==> config.mk <==
export PLATFORM = sky130hd
export DESIGN_NAME = cache_req_arbiter
export DESIGN_NICKNAME = d
export VERILOG_FILES = /design/src/rtl/cache_req_arbiter.sv
export SDC_FILE = /design/constraint.sdc
export NUM_CORES = 1
export LEC_CHECK = 0
export ABC_AREA = 1
export ABC_CLOCK_PERIOD_IN_PS = 3250
export CAP_MARGIN = 15
export CORE_AREA = 3 3 103 105
export CTS_CLUSTER_SIZE = 12
export DETAILED_ROUTE_END_ITERATION = 10
export DIE_AREA = 0 0 106 108
export DONT_BUFFER_PORTS = 1
export GPL_ROUTABILITY_DRIVEN = 1
export PLACE_DENSITY = 0.61
export SLEW_MARGIN = 20
export SYNTH_ARGS = -nofsm -noshare
export SYNTH_HDL_FRONTEND = slang
export SYNTH_SLANG_ARGS = --single-unit
==> constraint.sdc <==
create_clock -name clk -period 3.25 [get_ports clk]
set_clock_uncertainty 0.05 [all_clocks]
set_input_delay 0.65 -clock clk [delete_from_list [all_inputs] [get_ports clk]]
set_output_delay 0.65 -clock clk [all_outputs]
set_load 0.01 [all_outputs]
==> src/rtl/cache_req_arbiter.sv <==
// Round-robin arbiter that multiplexes NREQ requesters onto one cache controller port.
// One transaction in flight; registered outputs; bounded wait with a timeout response.
module cache_req_arbiter #(
  parameter int NREQ      = 2,
  parameter int PA_WIDTH  = 32,
  parameter int WRD_WIDTH = 32,
  parameter int TIMEOUT   = 64
) (
  input  logic                      clk,
  input  logic                      rst,
  input  logic [NREQ-1:0]           req_rd_en,
  input  logic [NREQ-1:0]           req_wr_en,
  input  logic [NREQ*PA_WIDTH-1:0]  req_addr,
  input  logic [NREQ*WRD_WIDTH-1:0] req_data_wr,
  output logic [NREQ-1:0]           gnt,
  output logic [NREQ-1:0]           done,
  output logic [WRD_WIDTH-1:0]      rsp_word,
  output logic                      rsp_hit,
  output logic                      rsp_err,
  output logic                      c_rd_en,
  output logic                      c_wr_en,
  output logic [PA_WIDTH-1:0]       c_addr,
  output logic [WRD_WIDTH-1:0]      c_data_wr,
  input  logic [WRD_WIDTH-1:0]      c_word_out,
  input  logic                      c_hit,
  input  logic                      c_done
);
  localparam int IW = $clog2(NREQ);

  typedef enum logic [1:0] {IDLE, ISSUE, WAIT, RESP} state_t;

  state_t                 state_q, state_d;
  logic [IW-1:0]          rr_q, rr_d;
  logic [IW-1:0]          sel_q, sel_d;
  logic                   is_wr_q, is_wr_d;
  logic [7:0]             wcnt_q, wcnt_d;
  logic [NREQ-1:0]        gnt_q, gnt_d;
  logic [NREQ-1:0]        done_q, done_d;
  logic [WRD_WIDTH-1:0]   rsp_word_q, rsp_word_d;
  logic                   rsp_hit_q, rsp_hit_d;
  logic                   rsp_err_q, rsp_err_d;
  logic                   c_rd_en_q, c_rd_en_d;
  logic                   c_wr_en_q, c_wr_en_d;
  logic [PA_WIDTH-1:0]    c_addr_q, c_addr_d;
  logic [WRD_WIDTH-1:0]   c_data_wr_q, c_data_wr_d;

  logic [NREQ-1:0]        pend;
  logic                   found;
  logic [IW-1:0]          pick;

  assign pend = req_rd_en | req_wr_en;

  // Rotating priority search starting at rr_q.
  always_comb begin
    found = 1'b0;
    pick  = '0;
    for (int k = 0; k < NREQ; k++) begin
      int cand;
      cand = int'(rr_q) + k;
      if (cand >= NREQ) cand = cand - NREQ;
      if (!found && pend[IW'(cand)]) begin
        found = 1'b1;
        pick  = IW'(cand);
      end
    end
  end

  always_comb begin
    state_d     = state_q;
    rr_d        = rr_q;
    sel_d       = sel_q;
    is_wr_d     = is_wr_q;
    wcnt_d      = wcnt_q;
    gnt_d       = '0;
    done_d      = '0;
    rsp_word_d  = rsp_word_q;
    rsp_hit_d   = rsp_hit_q;
    rsp_err_d   = rsp_err_q;
    c_rd_en_d   = 1'b0;
    c_wr_en_d   = 1'b0;
    c_addr_d    = c_addr_q;
    c_data_wr_d = c_data_wr_q;
    case (state_q)
      IDLE: begin
        if (found) begin
          sel_d       = pick;
          is_wr_d     = req_wr_en[pick];
          c_addr_d    = req_addr[pick*PA_WIDTH +: PA_WIDTH];
          c_data_wr_d = req_data_wr[pick*WRD_WIDTH +: WRD_WIDTH];
          gnt_d[pick] = 1'b1;
          c_wr_en_d   = req_wr_en[pick];
          c_rd_en_d   = !req_wr_en[pick];
          wcnt_d      = '0;
          state_d     = ISSUE;
        end
      end
      ISSUE, WAIT: begin
        if (c_done) begin
          rsp_word_d    = is_wr_q ? '0 : c_word_out;
          rsp_hit_d     = c_hit;
          rsp_err_d     = 1'b0;
          done_d[sel_q] = 1'b1;
          state_d       = RESP;
        end else if (wcnt_q == 8'(TIMEOUT - 1)) begin
          rsp_word_d    = '0;
          rsp_hit_d     = 1'b0;
          rsp_err_d     = 1'b1;
          done_d[sel_q] = 1'b1;
          state_d       = RESP;
        end else begin
          wcnt_d  = wcnt_q + 8'd1;
          state_d = WAIT;
        end
      end
      RESP: begin
        rr_d    = (sel_q == IW'(NREQ - 1)) ? '0 : sel_q + IW'(1);
        state_d = IDLE;
      end
      default: state_d = IDLE;
    endcase
  end

  always_ff @(posedge clk) begin
    if (rst) begin
      state_q     <= IDLE;
      rr_q        <= '0;
      sel_q       <= '0;
      is_wr_q     <= 1'b0;
      wcnt_q      <= '0;
      gnt_q       <= '0;
      done_q      <= '0;
      rsp_word_q  <= '0;
      rsp_hit_q   <= 1'b0;
      rsp_err_q   <= 1'b0;
      c_rd_en_q   <= 1'b0;
      c_wr_en_q   <= 1'b0;
      c_addr_q    <= '0;
      c_data_wr_q <= '0;
    end else begin
      state_q     <= state_d;
      rr_q        <= rr_d;
      sel_q       <= sel_d;
      is_wr_q     <= is_wr_d;
      wcnt_q      <= wcnt_d;
      gnt_q       <= gnt_d;
      done_q      <= done_d;
      rsp_word_q  <= rsp_word_d;
      rsp_hit_q   <= rsp_hit_d;
      rsp_err_q   <= rsp_err_d;
      c_rd_en_q   <= c_rd_en_d;
      c_wr_en_q   <= c_wr_en_d;
      c_addr_q    <= c_addr_d;
      c_data_wr_q <= c_data_wr_d;
    end
  end

  assign gnt       = gnt_q;
  assign done      = done_q;
  assign rsp_word  = rsp_word_q;
  assign rsp_hit   = rsp_hit_q;
  assign rsp_err   = rsp_err_q;
  assign c_rd_en   = c_rd_en_q;
  assign c_wr_en   = c_wr_en_q;
  assign c_addr    = c_addr_q;
  assign c_data_wr = c_data_wr_q;

endmodule

==> run metrics, run 1 <==
outcome finished clean; Overflow after GRT 0; M1 GR Usage 24.61%; Ys Warns 0; CP Class register to register; Hold WC Path Type primary input to register; CTS max path bufs 2; vias in the first global route 3712; Setup TNS Final 0 ns; cell row count 36; Critical Path RT 3.60 ns; pre-CTS setup slack 1.198 ns; grt met3 use 8.896%; initial core utilization 47.60%; IO buf count 0; Root Driver clkbuf_8; Die H 108 um; most used cell along the critical path nand2_1; hpwl dp 8.585 mm; slowest cell on the critical path ha_1; count leader, synth dfxtp_1; synthesized area 4631 um2; CTS resizes 0; critical path endpoint wcnt_q[4]; Fill cells 944; Mapped Cells 580; CP Max Fanout 9; Final Core Density 53.36%; final net count 728; Critical Path Stages 10; Setup crit start kind register; Crit path buffers/inverters 2; Worst-Skew Late Latency 0.50 ns; area of the multi-input gates 1981 um2; CTS Hold Bufs 0; top-area cell type share of the netlist area 50.58%; Synth top cells by count dfxtp_1, a21oi_1, o21ai_0; Mapped Nets 751; largest net degree at the start of global routing 75; area grow syn2layout 12.10%; dominant cell type by area after synthesis dfxtp_1; number of buffers created by CTS 17; CP endpoint kind register; Routed Antenna Nets 0; DRT Wirelength 12.27 mm; CP Cell Sequence inv_1 > ha_1 > nand2_1 > nand2_1 > nor2_2 > nand2_1 > nand2_1 > nand2_1 > nand2_1 > inv_1; GRT Resource Usage Total 20.77%; reg-to-reg endpoint wcnt_q[4]; first-pass GRT wire length 18.99 mm; post-DR vias/cell 5.705; fin crit period 2.098 ns; total power 5391 uW; Worst slew margin 55.05%; actual slew at the worst max-slew pin 0.6726 ns; Post-synth EDFFs 0; Clock Sinks 117; H-tree levels 4; register area 2342 um2; number of distinct library cells after synthesis 24; unrepaired setup endpoints after global routing false; final setup margin 1.152 ns; WHS 0.1660 ns; CTS tree built; CTS clock-pin slew for the worst setup and hold paths 0.06 ns; reg2reg setup slack 1.15 ns; cell depth of the worst flop-to-flop path 10; Die Wd 106 um; worst reg2reg path startpoint state_q[0]; Worst EP arrival 2.45 ns; initial antenna violation count 0; Leakage 0.001970 uW; crit share post-route 64.55%; final hold vios 0; Max-Cap Viols 0; share of layout cells above drive strength 1 8.787%; Yosys reg bits 117; maximum vdd drop 540.0 uV; kind of cell adding the most delay to the critical path simple AND/OR/NAND/NOR gates; CP max stage delay 0.40 ns; Final GP Congestion 0.7726; DR WL/cell 17.48 um; Main synth FF type dfxtp_1; Post-synth ARST share 0%; max-slew violations 0; vias 4005; Initial DRC Count 305; DR pass1 iterations 5; final setup vio count 0; Die ar. 11450 um2; Max Freq 0.4767 GHz; Avg Inst Size Synth 7.984 um2; Top Ports 272; Seq/Total Area, Yosys 50.58%; drc violations 0; core area 9729 um2; power per cell area 1038 nW/um2; busiest grt layer met2; largest cells by area after synthesis dfxtp_1, a21oi_1, o22ai_1, o21ai_0, nand2_1; setup repair bufs after CTS 0; Inserted Diodes 0; crit path launch state_q[0]; grt met2 use 34.20%
routing by layer:
metal	wire length, um	share of wire [%]
met5	0	0
met4	138	1.1
met3	1205	9.8
met2	6269	51
met1	4659	38
state kept, by name (all words and copies together), names as in the netlist, 2 cells and up:
signal and count:
c_addr 32, c_data_wr 32, rsp_word 32, wcnt_q 8, done 2, gnt 2
state_q 2
cells by family after synthesis:
group	after synthesis	share of synthesized area, %
AO/OA/AOI/OAI	239	27.64
AND/OR/NAND/NOR	146	14.00
flip-flops	117	50.58
buffers and inverters	75	6.971
adder cells (fa/ha/maj)	3	0.8107
placed cells by master (no fill, tap or decap), drive strengths merged:
| master | netlist | layout |
|---|---|---|
| a21oi | 102 | 102 |
| a31o | 1 | 1 |
| and3 | 1 | 1 |
| buf | 26 | 9 |
| bufinv | 0 | 1 |
| clkbuf | 25 | 17 |
| clkinv | 0 | 9 |
| clkinvlp | 0 | 2 |
| dfxtp | 117 | 117 |
| ha | 3 | 3 |
| inv | 24 | 26 |
| nand2 | 68 | 68 |
| nand3 | 47 | 47 |
| nor2 | 23 | 23 |
| nor3 | 4 | 4 |
| nor3b | 2 | 2 |
| o21ai | 72 | 72 |
| o22ai | 64 | 64 |
| or2 | 1 | 1 |
power breakdown:
group	total [uW]	internal, uW	switching [uW]
clock	1680	1010	670
sequential	2390	1880	504
combinational	1320	430	890
cell type report:
| cell class | count | share of cell area [%] |
|---|---|---|
| clock buffers | 17 | 7.978 |
| clock inverters | 14 | 2.507 |
| inverters | 24 | 1.735 |
| multi-input cells | 388 | 38.15 |
| flip-flops and latches | 117 | 45.12 |
| well taps | 133 | 3.206 |
| repair buffers | 9 | 1.302 |
how the worst min path moves through the flow:
stage,slack (ns),cells past startpoint,start,end
floorplan,0.36,1,rr_q,gnt[0]
CTS,0.14,1,rst,rsp_word[4]
global route,0.13,1,rst,rsp_word[20]
detailed placement,0.43,1,rr_q,gnt[0]
finish,0.17,1,rst,rsp_word[11]
global placement,0.43,1,sel_q,rr_q
metrics by stage:
stage / instances / instance area (um2)
finish: 702 / 5191
global route: 702 / 5191
detailed placement: 671 / 4647
floorplan: 580 / 4631
CTS: 702 / 5191
global placement: 671 / 4647
worst reg2reg max path: stages, from the launching register on:
cell     delay (ns)
dfxtp_1        0.35
inv_1          0.05
ha_1           0.40
nand2_1        0.21
nand2_1        0.12
nor2_2         0.30
nand2_1        0.19
nand2_1        0.16
nand2_1        0.07
nand2_1        0.06
inv_1          0.04
Note: power is estimated with default switching activity, not from simulation.
==> run 2: changes to the inputs <==
--- a/config.mk
+++ b/config.mk
@@ -6,7 +6,7 @@
 export NUM_CORES = 1
 export LEC_CHECK = 0
 export ABC_AREA = 1
-export ABC_CLOCK_PERIOD_IN_PS = 3250
+export ABC_CLOCK_PERIOD_IN_PS = 2070
 export CAP_MARGIN = 15
 export CORE_AREA = 3 3 103 105
 export CTS_CLUSTER_SIZE = 12
==> constraint.sdc (replaced) <==
create_clock -name clk -period 2.07 [get_ports clk]
set_clock_uncertainty 0.05 [all_clocks]
set_input_delay 0.414 -clock clk [delete_from_list [all_inputs] [get_ports clk]]
set_output_delay 0.414 -clock clk [all_outputs]
set_load 0.01 [all_outputs]
==> run metrics, run 2 (same netlist as run 1, synthesis figures left out) <==
outcome finished clean; Clock Sinks 117; grt met3 use 7.343%; final setup vio count 0; maximum vdd drop 707.9 uV; DRT Wirelength 12.82 mm; H-tree levels 4; commonest non-fill, non-tap cell in the layout dfxtp_1; Initial DRC Count 182; kind of cell adding the most delay to the critical path simple AND/OR/NAND/NOR gates; hpwl dp 8.805 mm; CP Class register to register; DR WL/cell 17.41 um; grt met2 use 35.25%; actual slew at the worst max-slew pin 0.4294 ns; Root Driver clkbuf_8; Inserted Diodes 0; core area 9729 um2; vias 4128; post-route cell area 5688 um2; Setup TNS Final 0 ns; CTS clock-pin slew for the worst setup and hold paths 0.06 ns; CP endpoint kind register; Die ar. 11450 um2; initial antenna violation count 0; pre-CTS setup slack 0.1018 ns; IO buf count 0; CTS tree built; Crit path buffers/inverters 3; area grow syn2layout 22.83%; Max Freq 0.5493 GHz; post-DR vias/cell 5.609; number of buffers created by CTS 17; crit share post-route 87.94%; max-slew violations 0; busiest grt layer met2; Die Wd 106 um; share of layout cells above drive strength 1 9.619%; Max-Cap Viols 0; CP max stage delay 0.39 ns; Routed Antenna Nets 0; unrepaired setup endpoints after global routing false; Post-Layout Cell Count 736; Final GP Congestion 0.8507; Inst Count DP 676; cell row count 36; final hold vios 0; largest net degree at the start of global routing 55; Die H 108 um; Critical Path RT 2.47 ns; setup repair bufs after CTS 0; slowest cell on the critical path ha_2; final net count 761; DR pass1 iterations 4; GRT Resource Usage Total 21.30%; fin crit period 1.820 ns; most used cell along the critical path nand2_1; final setup margin 0.2496 ns; CTS max path bufs 2; Overflow after GRT 0; most frequent cells in the layout dfxtp_1, a21oi_1, o21ai_0, nand2_1, o22ai_1; Worst-Skew Late Latency 0.50 ns; Leakage 0.002191 uW; M1 GR Usage 25.52%; vias in the first global route 3912; CP Cell Sequence inv_1 > ha_2 > inv_2 > nor3_4 > nand2_2 > nand2_1 > nand2_1 > nand2_1 > nand2_1 > inv_1; Setup crit start kind register; drc violations 0; Hold WC Path Type primary input to register; Top Ports 272; CP Max Fanout 12; placed cell areas 4710 um2; first-pass GRT wire length 19.55 mm; Worst slew margin 71.07%; Worst EP arrival 2.22 ns; initial core utilization 47.60%; power per cell area 1646 nW/um2
## run 2: cell types whose count changed in the layout (fill, tap and decap cells not counted), sizes merged
| cell | before | now |
|---|---|---|
| dlygate4sd3 | 0 | 27 |
| buf | 9 | 15 |
| clkinv | 9 | 2 |
| clkinvlp | 2 | 1 |
| inv | 26 | 28 |
| bufinv | 1 | 6 |
| clkbuf | 17 | 19 |
## run 2: repair_timing
item	CTS	global route
resized for setup	0	2
setup endpoints to repair	0	35
hold buffers	28	0
hold endpoints to repair	36	0
## run 2: path summary, 6_finish.rpt
kind / from / cells after the start / to / slack [ns]
max: state_q[1] / 10 / wcnt_q[7] / 0.25
max reg2reg: state_q[1] / 10 / wcnt_q[7] / 0.25
min reg2reg: rr_q / 1 / gnt[0] / 0.42
min: c_word_out[10] / 2 / rsp_word[10] / 0.02
## run 2: cell type report
| cell class | instances | area [um2] |
|---|---|---|
| Timing Repair Buffer | 42 | 424.2 |
| Sequential cell | 117 | 2342 |
| Clock inverter | 13 | 240.2 |
| Multi-Input combinational cell | 388 | 1983 |
| Fill cell | 893 | 4041 |
| Inverter | 24 | 90.09 |
| Tap cell | 133 | 166.4 |
| Clock buffer | 19 | 441.7 |
## run 2: per-stage QoR
stage | total power, uW | util [%] | hold WS (ns)
final | 9362 | 58.46 | 0.02014
after global routing | 9953 | 58.46 | 0.002652
after CTS | 9435 | 58.40 | 0.001111
after detailed placement | 6001 | 48.41 | 0.4010
after global placement | 5922 | 48.41 | 0.4010
after floorplan | 5409 | - | 0.3596
## run 2: power breakdown
group	switching (uW)	leakage (uW)	internal, uW	total (uW)
clock	1060	0.000330	2280	3350
combinational	1440	0.000898	820	2260
sequential	799	0.000963	2950	3750
total	3310	0.00219	6060	9360
## run 2: worst register-to-register path, stage by stage (launching register included)
cell and delay [ns]:
dfxtp_1 0.35, inv_1 0.05, ha_2 0.39, inv_2 0.09, nor3_4 0.16, nand2_2 0.20
nand2_1 0.21, nand2_1 0.12, nand2_1 0.08, nand2_1 0.05, inv_1 0.04
## run 2: routing by layer
layer / share of wire [%] / wire length (um)
met4: 1.9 / 240
met1: 40 / 5162
met5: 0 / 0
met2: 50 / 6411
met3: 7.8 / 1002
